$ cat src/rtl/cpu_ctrl_pkg.sv
// Shared definitions for the CPU run controller.
//   - FSM state encodings (also driven out on the mode port)
//   - default parameter values for the controller and button conditioners
//   - counter width helper
package cpu_ctrl_pkg;

  typedef logic [1:0] mode_t;

  localparam mode_t ST_HOLD = 2'd0;
  localparam mode_t ST_HALT = 2'd1;
  localparam mode_t ST_RUN  = 2'd2;
  localparam mode_t ST_STEP = 2'd3;

  localparam int unsigned RUN_DIV_DEF     = 50000000;
  localparam int unsigned DEB_CYCLES_DEF  = 1000000;
  localparam int unsigned HOLD_CYCLES_DEF = 4;

  // Bits needed to hold the values 0..n-1 (at least one bit).
  function automatic int unsigned cnt_width(input int unsigned n);
    return (n <= 2) ? 1 : $clog2(n);
  endfunction

endpackage

$ cat src/rtl/btn_conditioner.sv
// Push-button conditioner: 2-flop synchronizer, debouncer, rising-edge pulse.
// Ports:
//   clk      system clock
//   rst      asynchronous active-low reset
//   btn_i    raw button, asynchronous to clk
//   pulse_o  one-cycle pulse when the debounced level rises
module btn_conditioner
  import cpu_ctrl_pkg::*;
#(
  parameter int unsigned DEB_CYCLES = DEB_CYCLES_DEF
) (
  input  logic clk,
  input  logic rst,
  input  logic btn_i,
  output logic pulse_o
);

  localparam int unsigned   DW       = cnt_width(DEB_CYCLES);
  localparam logic [DW-1:0] DEB_LAST = DW'(DEB_CYCLES - 1);

  logic          sync1_q, sync2_q;
  logic          level_q, level_d;
  logic          level_dly_q;
  logic [DW-1:0] deb_cnt_q, deb_cnt_d;

  // For a single-bit input, "differs from the accepted level" is the same as
  // "has not changed since it started to differ": any bounce back makes it
  // equal again, which restarts the count.
  always_comb begin
    deb_cnt_d = '0;
    level_d   = level_q;
    if (sync2_q != level_q) begin
      if (deb_cnt_q == DEB_LAST) begin
        level_d = sync2_q;
      end else begin
        deb_cnt_d = deb_cnt_q + DW'(1);
      end
    end
  end

  always_ff @(posedge clk or negedge rst) begin
    if (!rst) begin
      sync1_q     <= 1'b0;
      sync2_q     <= 1'b0;
      level_q     <= 1'b0;
      level_dly_q <= 1'b0;
      deb_cnt_q   <= '0;
    end else begin
      sync1_q     <= btn_i;
      sync2_q     <= sync1_q;
      level_q     <= level_d;
      level_dly_q <= level_q;
      deb_cnt_q   <= deb_cnt_d;
    end
  end

  assign pulse_o = level_q & ~level_dly_q;

endmodule

$ cat src/rtl/cpu_run_ctrl.sv
// Run/step/halt controller for a pipelined CPU driven by a clock enable.
// Ports:
//   clk, rst                    system clock, asynchronous active-low reset
//   btn_run/btn_step/btn_halt   raw push-buttons
//   bp_en, bp_addr              breakpoint enable and PC
//   pc_f                        CPU fetch PC
//   cpu_en                      one-cycle advance pulse
//   cpu_rst                     active-high CPU reset
//   mode                        state register
//   step_count                  number of cpu_en pulses issued (wraps)
//
// state | meaning
// HOLD  | CPU held in reset for HOLD_CYCLES after reset release
// HALT  | CPU stopped, waiting for a button
// RUN   | cpu_en every RUN_DIV cycles until halt or breakpoint
// STEP  | single cpu_en cycle, then back to HALT
module cpu_run_ctrl
  import cpu_ctrl_pkg::*;
#(
  parameter int unsigned RUN_DIV     = RUN_DIV_DEF,
  parameter int unsigned DEB_CYCLES  = DEB_CYCLES_DEF,
  parameter int unsigned HOLD_CYCLES = HOLD_CYCLES_DEF
) (
  input  logic        clk,
  input  logic        rst,
  input  logic        btn_run,
  input  logic        btn_step,
  input  logic        btn_halt,
  input  logic        bp_en,
  input  logic [31:0] bp_addr,
  input  logic [31:0] pc_f,
  output logic        cpu_en,
  output logic        cpu_rst,
  output logic [1:0]  mode,
  output logic [15:0] step_count
);

  localparam int unsigned   PW         = cnt_width(RUN_DIV);
  localparam int unsigned   HW         = cnt_width(HOLD_CYCLES);
  localparam logic [PW-1:0] PRESC_LAST = PW'(RUN_DIV - 1);
  localparam logic [HW-1:0] HOLD_LOAD  = HW'(HOLD_CYCLES - 1);

  logic          run_p, step_p, halt_p;
  mode_t         state_q, state_d;
  logic [PW-1:0] presc_q, presc_d;
  logic [HW-1:0] hold_cnt_q, hold_cnt_d;
  logic          bp_hit_q;
  logic          cpu_rst_q;
  logic [15:0]   step_count_q;
  logic          presc_last;

  btn_conditioner #(.DEB_CYCLES(DEB_CYCLES)) u_cond_run (
    .clk(clk), .rst(rst), .btn_i(btn_run), .pulse_o(run_p)
  );
  btn_conditioner #(.DEB_CYCLES(DEB_CYCLES)) u_cond_step (
    .clk(clk), .rst(rst), .btn_i(btn_step), .pulse_o(step_p)
  );
  btn_conditioner #(.DEB_CYCLES(DEB_CYCLES)) u_cond_halt (
    .clk(clk), .rst(rst), .btn_i(btn_halt), .pulse_o(halt_p)
  );

  assign presc_last = (presc_q == PRESC_LAST);

  always_comb begin
    state_d = state_q;
    case (state_q)
      ST_HOLD: if (hold_cnt_q == '0) state_d = ST_HALT;
      ST_HALT: begin
        if (halt_p)      state_d = ST_HALT;
        else if (step_p) state_d = ST_STEP;
        else if (run_p)  state_d = ST_RUN;
      end
      ST_STEP: state_d = ST_HALT;
      ST_RUN:  if (halt_p || (presc_last && bp_hit_q)) state_d = ST_HALT;
      default: state_d = ST_HOLD;
    endcase
  end

  // Prescaler sits at zero outside RUN, so every entry to RUN starts at 0.
  assign presc_d    = (state_q == ST_RUN && !presc_last) ? presc_q + PW'(1) : '0;
  assign hold_cnt_d = (state_q == ST_HOLD && hold_cnt_q != '0) ? hold_cnt_q - HW'(1) : hold_cnt_q;

  // The breakpoint compare is registered to keep inputs off the cpu_en path.
  // The CPU only moves on cpu_en, and pulses in RUN are at least two cycles
  // apart, so pc_f one cycle before a would-be pulse is the PC of that pulse.
  assign cpu_en = (state_q == ST_STEP) ||
                  (state_q == ST_RUN && presc_last && !bp_hit_q);

  always_ff @(posedge clk or negedge rst) begin
    if (!rst) begin
      state_q      <= ST_HOLD;
      presc_q      <= '0;
      hold_cnt_q   <= HOLD_LOAD;
      bp_hit_q     <= 1'b0;
      cpu_rst_q    <= 1'b1;
      step_count_q <= '0;
    end else begin
      state_q    <= state_d;
      presc_q    <= presc_d;
      hold_cnt_q <= hold_cnt_d;
      bp_hit_q   <= bp_en && (pc_f == bp_addr);
      cpu_rst_q  <= (state_d == ST_HOLD);
      if (cpu_en) step_count_q <= step_count_q + 16'd1;
    end
  end

  assign cpu_rst    = cpu_rst_q;
  assign mode       = state_q;
  assign step_count = step_count_q;

endmodule

$ cat config.mk
export PLATFORM = sky130hd
export DESIGN_NAME = cpu_run_ctrl
export DESIGN_NICKNAME = d
export VERILOG_FILES = /design/src/rtl/cpu_ctrl_pkg.sv /design/src/rtl/btn_conditioner.sv /design/src/rtl/cpu_run_ctrl.sv
export SDC_FILE = /design/constraint.sdc
export NUM_CORES = 1
export LEC_CHECK = 0
export CORE_MARGIN = 4
export CORE_UTILIZATION = 58
export CTS_CLUSTER_SIZE = 40
export DETAILED_ROUTE_END_ITERATION = 10
export PLACE_DENSITY = 0.88
export SYNTH_ARGS = -nofsm -noshare
export SYNTH_HDL_FRONTEND = slang
export SYNTH_SLANG_ARGS = --single-unit
export TNS_END_PERCENT = 1
$ cat constraint.sdc
create_clock -name clk -period 3.1 [get_ports clk]
set_clock_uncertainty 0.1 [all_clocks]
set_input_delay 0.62 -clock clk [delete_from_list [all_inputs] [get_ports clk]]
set_output_delay 0.62 -clock clk [all_outputs]
set_load 0.02 [all_outputs]
==> parameters.txt, run 1 <==
Parameter                              Value

Status
  Run status    finished clean

Route
  First-pass detailed-route iteration total    5
  Vias    4741
  Antenna violation net count after detailed routing    0
  Post-DR wirelength/cell    16.7 um
  Post-Route WL    13.9 mm
  Remaining DRCs    0
  1st-iter DRT viols    294
  Post-DR vias/cell    5.70

Synthesis
  Most instantiated cells after synthesis    sky130_fd_sc_hd__dfrtp_1 (117), sky130_fd_sc_hd__nor2_1 (103), sky130_fd_sc_hd__xnor2_1 (75)
  Post-Syn Nets    661
  Mux contribution to synthesized area    0.572%
  Yosys cell types    35
  Main area contributors after synthesis    sky130_fd_sc_hd__dfrtp_1 (50%), sky130_fd_sc_hd__xnor2_1 (11%), sky130_fd_sc_hd__xor2_1 (7.9%), sky130_fd_sc_hd__nor2_1 (6.5%), sky130_fd_sc_hd__nand4_1 (3.5%)
  Async SR Flop Fraction    100%
  Flip-flop and latch count after synthesis    120
  Most frequently used cell type in the post-synthesis netlist    sky130_fd_sc_hd__dfrtp_1
  Combined area of all synthesized cells    0.00591 mm^2
  Main combinational cell family by area after synthesis    simple AND/OR/NAND/NOR gates
  Post-synthesis xor/xnor area fraction    19.0%
  Mean instance size in the synthesized netlist    10.1 um^2
  Post-synthesis simple-gate area fraction    25.1%
  Number of enable-type register cells in the synthesized netlist    0
  Adder-cell share of the synthesized area    1.27%
  Number of instances in the synthesized netlist    585
  Portion of synthesized cell area occupied by the leading cell type    49.6%
  Most frequently used flop master after synthesis    sky130_fd_sc_hd__dfrtp_1
  Number of synthesis warnings    0
  Cell accounting for the most synthesized area    sky130_fd_sc_hd__dfrtp_1
  Share of the yosys chip area belonging to registers    50.9%
  Complex-gate fraction of the synthesized area    0.932%

STA
  Clock period minus worst slack    2.86 ns
  Number of slew-limit violations in the final report    0
  Worst-case headroom to the max-slew limit    34.5%
  Final setup viols    0
  Final critical-path setup slack    0.239 ns
  Final hold violations    0
  Ratio of final minimum period to clock period    92.3%
  Setup TNS after final layout    0 ns
  Max frequency    349 MHz
  Least-Margin Pin Slew    0.973 ns
  RSZ-0062 raised after global routing    no

CTS
  Clock slew at reported path FFs    0.06 ns
  CTS buffer count    17
  Clock latency reported for the late side of the worst-skew pair    0.51 ns
  H-Tree Level Count    4
  TritonCTS clock tree    yes
  Longest Clk Path Bufs    2
  Number of setup buffers added after CTS    0
  Clock root buffer    sky130_fd_sc_hd__clkbuf_8
  Clock Sinks    120

Setup path
  Buffers & Inverters on Critical Path    2
  Startpoint Class    register
  Cells on worst reg2reg path    6
  Slowest-stage cell, CP    sky130_fd_sc_hd__or4b_1
  Worst Setup EP    cpu_en
  Arrival time worst endpoint    2.14 ns
  Worst endpoint required time    2.38 ns
  Register-to-register setup slack    0.57 ns
  Largest delay contributor family on the critical path    simple AND/OR/NAND/NOR gates
  Endpoint kind of the worst setup timing path    output pin
  FF-to-FF End    presc_q[16]
  CP max FO    5
  Critical register-to-register path startpoint    presc_q[7]
  Max stage delay on crit path    0.52 ns
  Total number of cells along the worst setup path    5
  Startpoint of the most critical setup path    presc_q[16]
  Cell-by-cell trace of the critical path    or4b_1 -> nor4_1 -> a32oi_1 -> inv_1 -> clkbuf_2
  Classification of the worst setup path    reg2out

Layout
  Layout overhead on the synthesized area    27.4%
  Total inserted antenna cells    0
  Net count of the finished layout    762
  Layout cell share with drive strength beyond 1    7.30%
  Share of the core filled with cells    76.3%

Run
  Number of max-capacitance violations reported    0

GRT
  First-pass GRT wire length    23.5 mm
  Total track usage    25.2%
  Vias in the first global route    4940
  Antenna violations before repair    0
  Maximum number of pins on one net before global-route repair    54
  GRT overflow    0

Floorplan
  Core Area    0.00986 mm^2
  Site row count    36
  Number of primary I/O pins    90
  DIE AREA    0.0119 mm^2
  Starting utilization of the core area    59.9%
  Floorplan die width    109 um
  Die span in y    109 um

Placed design
  Number of I/O port buffers    89
  Half-perimeter wire length of the detailed placement result    9.46 mm
  Placement-stage worst setup slack    0.322 ns
  Placer's final routability congestion estimate    0.936

Pwr
  Lkg Pwr    3.15 nW
  VDD IR max    0.256 mV
  Ratio of total power to cell area    489 mW/mm^2

Hold path
  Hold path cells    0
  Type of the worst min-delay path    reg2reg
[per-layer routing]
metal / track usage (%) / wire (um)
met5: 0 / 0
met4: 8.12 / 322
met3: 6.34 / 593
met2: 44.3 / 7420
met1: 30.4 / 5530
[repair_timing]
item / CTS / global route
resized for setup: 1 / 3
setup endpoints to repair: 1 / 1
hold endpoints to repair: 35 / 0
pin swaps: 0 / 0
hold buffers: 1 / 0
gates cloned: 0 / 0
[sequential cells by signal (all words and copies together) (netlist names)]
register,flops
mode,2
u_cond_halt.sync2_q,1
step_count,16
u_cond_step.sync1_q,1
bp_hit_q,1
presc_q,26
u_cond_step.sync2_q,1
u_cond_step.level_dly_q,1
u_cond_halt.level_dly_q,1
u_cond_step.level_q,1
u_cond_run.sync1_q,1
u_cond_step.deb_cnt_q,20
u_cond_run.deb_cnt_q,20
u_cond_halt.sync1_q,1
cpu_rst,1
u_cond_run.level_dly_q,1
u_cond_halt.deb_cnt_q,20
u_cond_run.sync2_q,1
u_cond_run.level_q,1
u_cond_halt.level_q,1
hold_cnt_q,2
[layout make-up]
type                    count  area (um^2)
clock buffers              20          445
clock inverters            12          126
fillers                   591         2340
inverters                  16         60.1
multi-input cells         435         2770
flip-flops and latches    120         3010
well taps                 133          166
repair buffers             96          951
[cell families after synthesis]
family	after synthesis
buffers and inverters	30
AOI/OAI and AO/OA	9
DFF	120
and+or+nand+nor	289
xor gates and xnor gates	128
muxes	3
adders and majority gates	6
[worst min-delay path by stage]
stage / startpoint / to
3_5_place_dp: u_cond_step.sync1_q / u_cond_step.sync2_q
6_report: u_cond_step.sync1_q / u_cond_step.sync2_q
5_1_grt: u_cond_step.sync1_q / u_cond_step.sync2_q
3_3_place_gp: u_cond_step.sync1_q / u_cond_step.sync2_q
4_1_cts: u_cond_step.sync1_q / u_cond_step.sync2_q
2_1_floorplan: rst / bp_hit_q
[power breakdown]
part	leakage (nW)	switching, mW	internal [mW]	total [mW]
clock	0.280	0.695	1.18	1.87
combinational	1.23	0.0892	0.119	0.208
sequential	1.64	0.0139	1.58	1.60
total	3.15	0.798	2.88	3.68
[cells in the final DEF (no fill, tap or decap), types with 2 or more instances in the layout]
cell type | Yosys | routed
sky130_fd_sc_hd__a21oi_1 | 5 | 5
sky130_fd_sc_hd__and2_1 | 2 | 2
sky130_fd_sc_hd__and3_1 | 12 | 12
sky130_fd_sc_hd__and4_1 | 6 | 6
sky130_fd_sc_hd__and4b_1 | 3 | 3
sky130_fd_sc_hd__buf_4 | 3 | 6
sky130_fd_sc_hd__bufinv_16 | 0 | 2
sky130_fd_sc_hd__clkbuf_16 | 0 | 16
sky130_fd_sc_hd__clkbuf_8 | 0 | 3
sky130_fd_sc_hd__clkdlybuf4s50_1 | 0 | 87
sky130_fd_sc_hd__clkinv_2 | 0 | 5
sky130_fd_sc_hd__clkinv_4 | 0 | 3
sky130_fd_sc_hd__clkinvlp_4 | 0 | 2
sky130_fd_sc_hd__dfrtp_1 | 117 | 117
sky130_fd_sc_hd__dfstp_2 | 3 | 3
sky130_fd_sc_hd__ha_1 | 6 | 6
sky130_fd_sc_hd__inv_1 | 16 | 16
sky130_fd_sc_hd__mux2_2 | 3 | 3
sky130_fd_sc_hd__nand2_1 | 29 | 29
sky130_fd_sc_hd__nand2b_1 | 6 | 6
sky130_fd_sc_hd__nand3_1 | 41 | 41
sky130_fd_sc_hd__nand3b_1 | 3 | 3
sky130_fd_sc_hd__nand4_1 | 33 | 33
sky130_fd_sc_hd__nor2_1 | 103 | 102
sky130_fd_sc_hd__nor3_1 | 15 | 15
sky130_fd_sc_hd__nor4_1 | 22 | 22
sky130_fd_sc_hd__nor4_4 | 2 | 2
sky130_fd_sc_hd__nor4b_1 | 2 | 2
sky130_fd_sc_hd__or2_2 | 2 | 2
sky130_fd_sc_hd__or3_1 | 2 | 2
sky130_fd_sc_hd__or4_1 | 2 | 2
sky130_fd_sc_hd__or4b_1 | 2 | 2
sky130_fd_sc_hd__xnor2_1 | 75 | 75
sky130_fd_sc_hd__xor2_1 | 53 | 53
[worst reg2reg max path, cell delays in order, from the launching register on]
cell                      delay [ns]
sky130_fd_sc_hd__dfrtp_1        0.45
sky130_fd_sc_hd__or4b_1         0.55
sky130_fd_sc_hd__or3_1          0.38
sky130_fd_sc_hd__nor4_1         0.24
sky130_fd_sc_hd__or2_1          0.31
sky130_fd_sc_hd__buf_4          0.29
sky130_fd_sc_hd__nor2_1         0.09
[per-stage QoR]
step	power, mW	cells	area [um^2]	hold slack, ns
2_1_floorplan	1.69	585	5910	0.224
3_3_place_gp	1.82	799	6950	0.238
3_5_place_dp	1.83	799	6950	0.236
4_1_cts	3.70	832	7530	0.249
5_1_grt	3.80	832	7530	0.264
6_report	3.68	832	7530	0.250
No activity file was read; power rests on OpenSTA's default activity.
==> inputs of run 2 (changes only) <==
--- a/config.mk
+++ b/config.mk
@@ -10,6 +10,7 @@
 export CTS_CLUSTER_SIZE = 40
 export DETAILED_ROUTE_END_ITERATION = 10
 export PLACE_DENSITY = 0.88
+export RECOVER_POWER = 100
 export SYNTH_ARGS = -nofsm -noshare
 export SYNTH_HDL_FRONTEND = slang
 export SYNTH_SLANG_ARGS = --single-unit
==> run 2 against run 1 <==
  * Global-route usage is the same
  * The flow now finishes with violations (max-capacitance violations, max-slew violations)
  * Highest routed layer unchanged
  * Clock-buffer cell count stayed put
  * Clock power barely moved
  * Worst setup slack worse by 0.0031 ns
  * Critical path type unchanged
  * Die area stayed put
  * Wire length about the same
==> parameters.txt, run 2 (synthesis results as in run 1) <==
Parameter                              Value

Status
  Run status    finished with violations
  Failing checks    max-capacitance violations, max-slew violations

Floorplan
  Site row count    36 (unchanged)
  Floorplan die width    109 um (unchanged)
  Number of primary I/O pins    90 (unchanged)
  Starting utilization of the core area    59.9% (unchanged)
  DIE AREA    0.0119 mm^2 (unchanged)
  Core Area    0.00986 mm^2 (unchanged)
  Die span in y    109 um (unchanged)

Route
  Post-DR vias/cell    5.70 (about the same)
  Post-DR wirelength/cell    16.7 um (about the same)
  Post-Route WL    13.9 mm (about the same)
  Antenna violation net count after detailed routing    0 (unchanged)
  1st-iter DRT viols    303 (+3.1%)
  Vias    4740 (-0.021%)
  Remaining DRCs    0 (unchanged)
  First-pass detailed-route iteration total    5 (unchanged)

STA
  Least-Margin Pin Slew    1.66 ns (+0.690 ns)
  Number of slew-limit violations in the final report    33 (+33)
  Hold Worst Slack    0.249 ns (-0.00109 ns)
  Clock period minus worst slack    2.86 ns (+0.00311 ns)
  Worst-case headroom to the max-slew limit    -10.9% (-45 points)
  Final hold violations    0 (unchanged)
  Max frequency    349 MHz (-0.11%)
  Ratio of final minimum period to clock period    92.4% (+0.10 points)
  Setup TNS after final layout    0 ns (unchanged)
  RSZ-0062 raised after global routing    no
  Final setup viols    0 (unchanged)
  Final critical-path setup slack    0.236 ns (-0.00311 ns)

Setup path
  Register-to-register setup slack    0.28 ns (-0.29 ns)
  CP max FO    5 (unchanged)
  Startpoint Class    register
  Slowest-stage cell, CP    sky130_fd_sc_hd__or4b_1
  Classification of the worst setup path    reg2out
  Endpoint kind of the worst setup timing path    output pin
  Cell-by-cell trace of the critical path    or4b_1 -> nor4_1 -> a32oi_1 -> inv_1 -> clkbuf_2
  Arrival time worst endpoint    2.14 ns (about the same)
  FF-to-FF End    presc_q[10]
  Max stage delay on crit path    0.52 ns (about the same)
  Critical register-to-register path startpoint    presc_q[7]
  Worst endpoint required time    2.38 ns (about the same)
  Cells on worst reg2reg path    6 (unchanged)

Placed design
  Half-perimeter wire length of the detailed placement result    9.46 mm (unchanged)
  Placement-stage worst setup slack    0.322 ns (unchanged)
  Number of cells in the design after placement    799 (unchanged)
  Number of I/O port buffers    89 (unchanged)
  Placer's final routability congestion estimate    0.936 (unchanged)
  Area after DPL    0.00695 mm^2 (unchanged)

CTS
  Clock Sinks    120 (unchanged)
  TritonCTS clock tree    yes
  Longest Clk Path Bufs    2 (unchanged)
  Clock root buffer    sky130_fd_sc_hd__clkbuf_8
  H-Tree Level Count    4 (unchanged)
  Clock latency reported for the late side of the worst-skew pair    0.51 ns (about the same)
  CTS buffer count    17 (unchanged)
  Clock slew at reported path FFs    0.06 ns (about the same)

Layout
  Register with the highest flop count    presc_q
  Post-route cell area    0.00747 mm^2 (-0.78%)
  Layout cell share with drive strength beyond 1    6.15% (-1.1 points)
  Commonest cells after routing, fill and taps aside    sky130_fd_sc_hd__dfrtp_1 (117), sky130_fd_sc_hd__nor2_1 (102), sky130_fd_sc_hd__xnor2_1 (75)
  Max FFs per register    26 (unchanged)
  Number of filler instances in the final layout    604 (+2.2%)
  Layout overhead on the synthesized area    26.4%
  Most common cell after layout, fill and taps aside    sky130_fd_sc_hd__dfrtp_1
  Total inserted antenna cells    0 (unchanged)
  Net count of the finished layout    762 (unchanged)
  Number of standard cells in the layout, taps in and fillers out    832 (unchanged)
  Share of the core filled with cells    75.7% (-0.60 points)

GRT
  First-pass GRT wire length    23.5 mm (unchanged)
  Maximum number of pins on one net before global-route repair    54 (unchanged)
  Antenna violations before repair    0 (unchanged)
  Vias in the first global route    4940 (unchanged)
  Total track usage    25.2% (unchanged)
  GRT overflow    0 (unchanged)

Pwr
  Post-route total power    3.67 mW (-0.29%)
  Lkg Pwr    3.16 nW (+0.30%)
  VDD IR max    0.256 mV (-0.13%)
  Ratio of total power to cell area    491 mW/mm^2 (+0.49%)

Hold path
  Min-delay src    u_cond_step.sync1_q
  Type of the worst min-delay path    reg2reg
  Worst hold endpoint    u_cond_step.sync2_q
  Hold path cells    0 (unchanged)

Run
  Number of max-capacitance violations reported    1 (+1)
==> run 2: worst max path at each step <==
stage	slack [ns]	depth (start not counted)	start	to
final	0.24	5	presc_q[16]	cpu_en
after global routing	0.12	6	presc_q[7]	presc_q[13]
after CTS	0.06	5	presc_q[16]	cpu_en
after detailed placement	0.32	5	presc_q[16]	cpu_en
after global placement	0.32	5	presc_q[11]	cpu_en
after floorplan	0.83	4	presc_q[11]	cpu_en
==> run 2: worst max-delay path, delay by kind of cell, from the launching register on <==
| family | cells | cell delay (ns) |
|---|---|---|
| simple gates | 2 | 0.76 |
| flops | 1 | 0.43 |
| buf+inv | 2 | 0.28 |
| compound gates | 1 | 0.17 |
==> run 2: power breakdown <==
| group | leakage (nW) | internal, mW | switching [mW] |
|---|---|---|---|
| sequential | 1.64 | 1.58 | 0.0140 |
| combinational | 1.24 | 0.115 | 0.0886 |
| clock | 0.280 | 1.18 | 0.688 |
==> run 2: layer usage <==
| layer | GRT usage, % | share of wire, % |
|---|---|---|
| met4 | 8.12 | 2.1 |
| met3 | 6.34 | 5.0 |
| met5 | 0 | 0 |
| met2 | 44.3 | 54 |
| met1 | 30.4 | 39 |
==> run 2: what timing repair did <==
action,CTS,global route
setup buffers,0,0
hold endpoints to repair,35,0
setup endpoints to repair,1,1
hold buffers,1,0
gates resized for setup,1,3
==> run 2: layout make-up <==
class	instances	area, um^2	share of cell area [%]
Tap cell	133	166	2.23
Timing Repair Buffer	96	922	12.3
Inverter	16	60.1	0.804
Sequential cell	120	3010	40.3
Clock inverter	12	126	1.69
Multi-Input combinational cell	435	2740	36.7
Clock buffer	20	445	5.96
==> inputs of run 3 (changes only) <==
--- a/config.mk
+++ b/config.mk
@@ -7,6 +7,7 @@
 export LEC_CHECK = 0
 export CORE_MARGIN = 4
 export CORE_UTILIZATION = 58
+export CTS_CLUSTER_DIAMETER = 100
 export CTS_CLUSTER_SIZE = 40
 export DETAILED_ROUTE_END_ITERATION = 10
 export PLACE_DENSITY = 0.88
==> results of run 3 <==
No change in the layout: final DEF, timing and power equal those of run 2.
==> patch (settings of run 2) <==
The package constant `DEB_CYCLES_DEF` goes from 1000000 to 250000.
--- a/src/rtl/cpu_ctrl_pkg.sv
+++ b/src/rtl/cpu_ctrl_pkg.sv
@@ -12,7 +12,7 @@
   localparam mode_t ST_STEP = 2'd3;
 
   localparam int unsigned RUN_DIV_DEF     = 50000000;
-  localparam int unsigned DEB_CYCLES_DEF  = 1000000;
+  localparam int unsigned DEB_CYCLES_DEF  = 250000;
   localparam int unsigned HOLD_CYCLES_DEF = 4;
 
   // Bits needed to hold the values 0..n-1 (at least one bit).
Formal check against the unedited RTL: same outputs for any inputs over 10 cycles, from zero or initial values and one cycle with rst low; that may be too few to reach the edited logic, so the function may still have changed.
==> patch against run 2 <==
The run ends with max-capacitance violations, max-slew violations, negative setup slack left; count of clock-buffer cells in the layout increased by 2; global-route usage shrank 1.3 points; setup slack lost 0.44 ns; core utilization is 1.9 points higher; first-iteration DRC count fell by 27%; area after synthesis fell by 5.6%; total power is 3.0% lower; critical path depth up 1; sequential cell count down 6; sequential share of layout area decreased by 0.60 points; cell area is 3.6% lower; cell count down 4.6%; wire length fell by 11%.
==> patch: results (changes against run 2) <==
* Reg2reg path depth at 5 (was 6)
* Post-Synth XOR/XNOR Area at 19.0% (about the same)
* Max IR drop VDD at 0.272 mV (was 0.256 mV)
* Failing checks: max-capacitance violations, max-slew violations, negative setup slack (was max-capacitance violations, max-slew violations)
* Status: complete, but fails checks (unchanged)
* Final nets at 728 (was 762)
* Total number of vias at 4496 (was 4740)
* Routed length on met1 at 4740 um (was 5460 um)
* CP Max Fanout at 2 (was 5)
* Max Slew Vio Count at 48 (was 33)
* Worst-case hold path end point: u_cond_halt.sync2_q (was u_cond_step.sync2_q)
* Post-Syn Nets at 624 (was 661)
* Setup WS post-layout at -0.202 ns (was 0.236 ns)
* Arr. time, crit path at 2.58 ns (was 2.14 ns)
* Number of max-cap violations at 1 (unchanged)
* Pre-antenna DRT Iters at 4 (was 5)
* DP HPWL at 8590 um (was 9460 um)
* HP Start: u_cond_halt.sync1_q (was u_cond_step.sync1_q)
* Final hold slack at 0.247 ns (was 0.249 ns)
* # fillers at 607 (was 604)
* M1 GR Usage at 27.3% (was 30.4%)
* Setup violators final at 1 (was 0)
* Pwr/cell area at 494 nW/um^2 (was 491 nW/um^2)
* Reg-to-Reg End: presc_q[16] (was presc_q[10])
* Area contributors post-synth: dfrtp_1 50%, xnor2_1 12%, xor2_1 7.2% (was dfrtp_1 50%, xnor2_1 11%, xor2_1 7.9%)
* Max_slew headroom at -55.5% (was -10.9%)
* Synth Area in Compound Gates at 1.41% (was 0.932%)
* WL final at 12400 um (was 13900 um)
* First-pass GRT wire length at 21400 um (was 23500 um)
[patch: area by class of cell]
class                   instances  area share, %
clock inverters                10           1.49
repair buffers                 98           13.1
inverters                      15          0.782
well taps                     129           2.24
flip-flops and latches        114           39.6
multi-input cells             406           36.3
clock buffers                  22           6.43
[patch: what timing repair did]
item                                   CTS  global route
setup buffers                            0             0
setup endpoints to repair                1             1
endpoints found under the hold margin    0             0
gates resized for setup                  8             0
[patch: worst max path at each step]
| stage | from | to |
|---|---|---|
| finish | presc_q[7] | cpu_en |
| global route | presc_q[7] | cpu_en |
| CTS | presc_q[7] | cpu_en |
| detailed placement | presc_q[7] | cpu_en |
| global placement | presc_q[7] | cpu_en |
| floorplan | presc_q[7] | cpu_en |
[patch: worst max-delay path, cell delays in order (launching register included)]
cell     delay, ns
dfrtp_1       0.39
or4b_4        0.56
or4b_4        0.51
o41ai_4       0.24
nand2_1       0.15
inv_2         0.10
buf_6         0.12
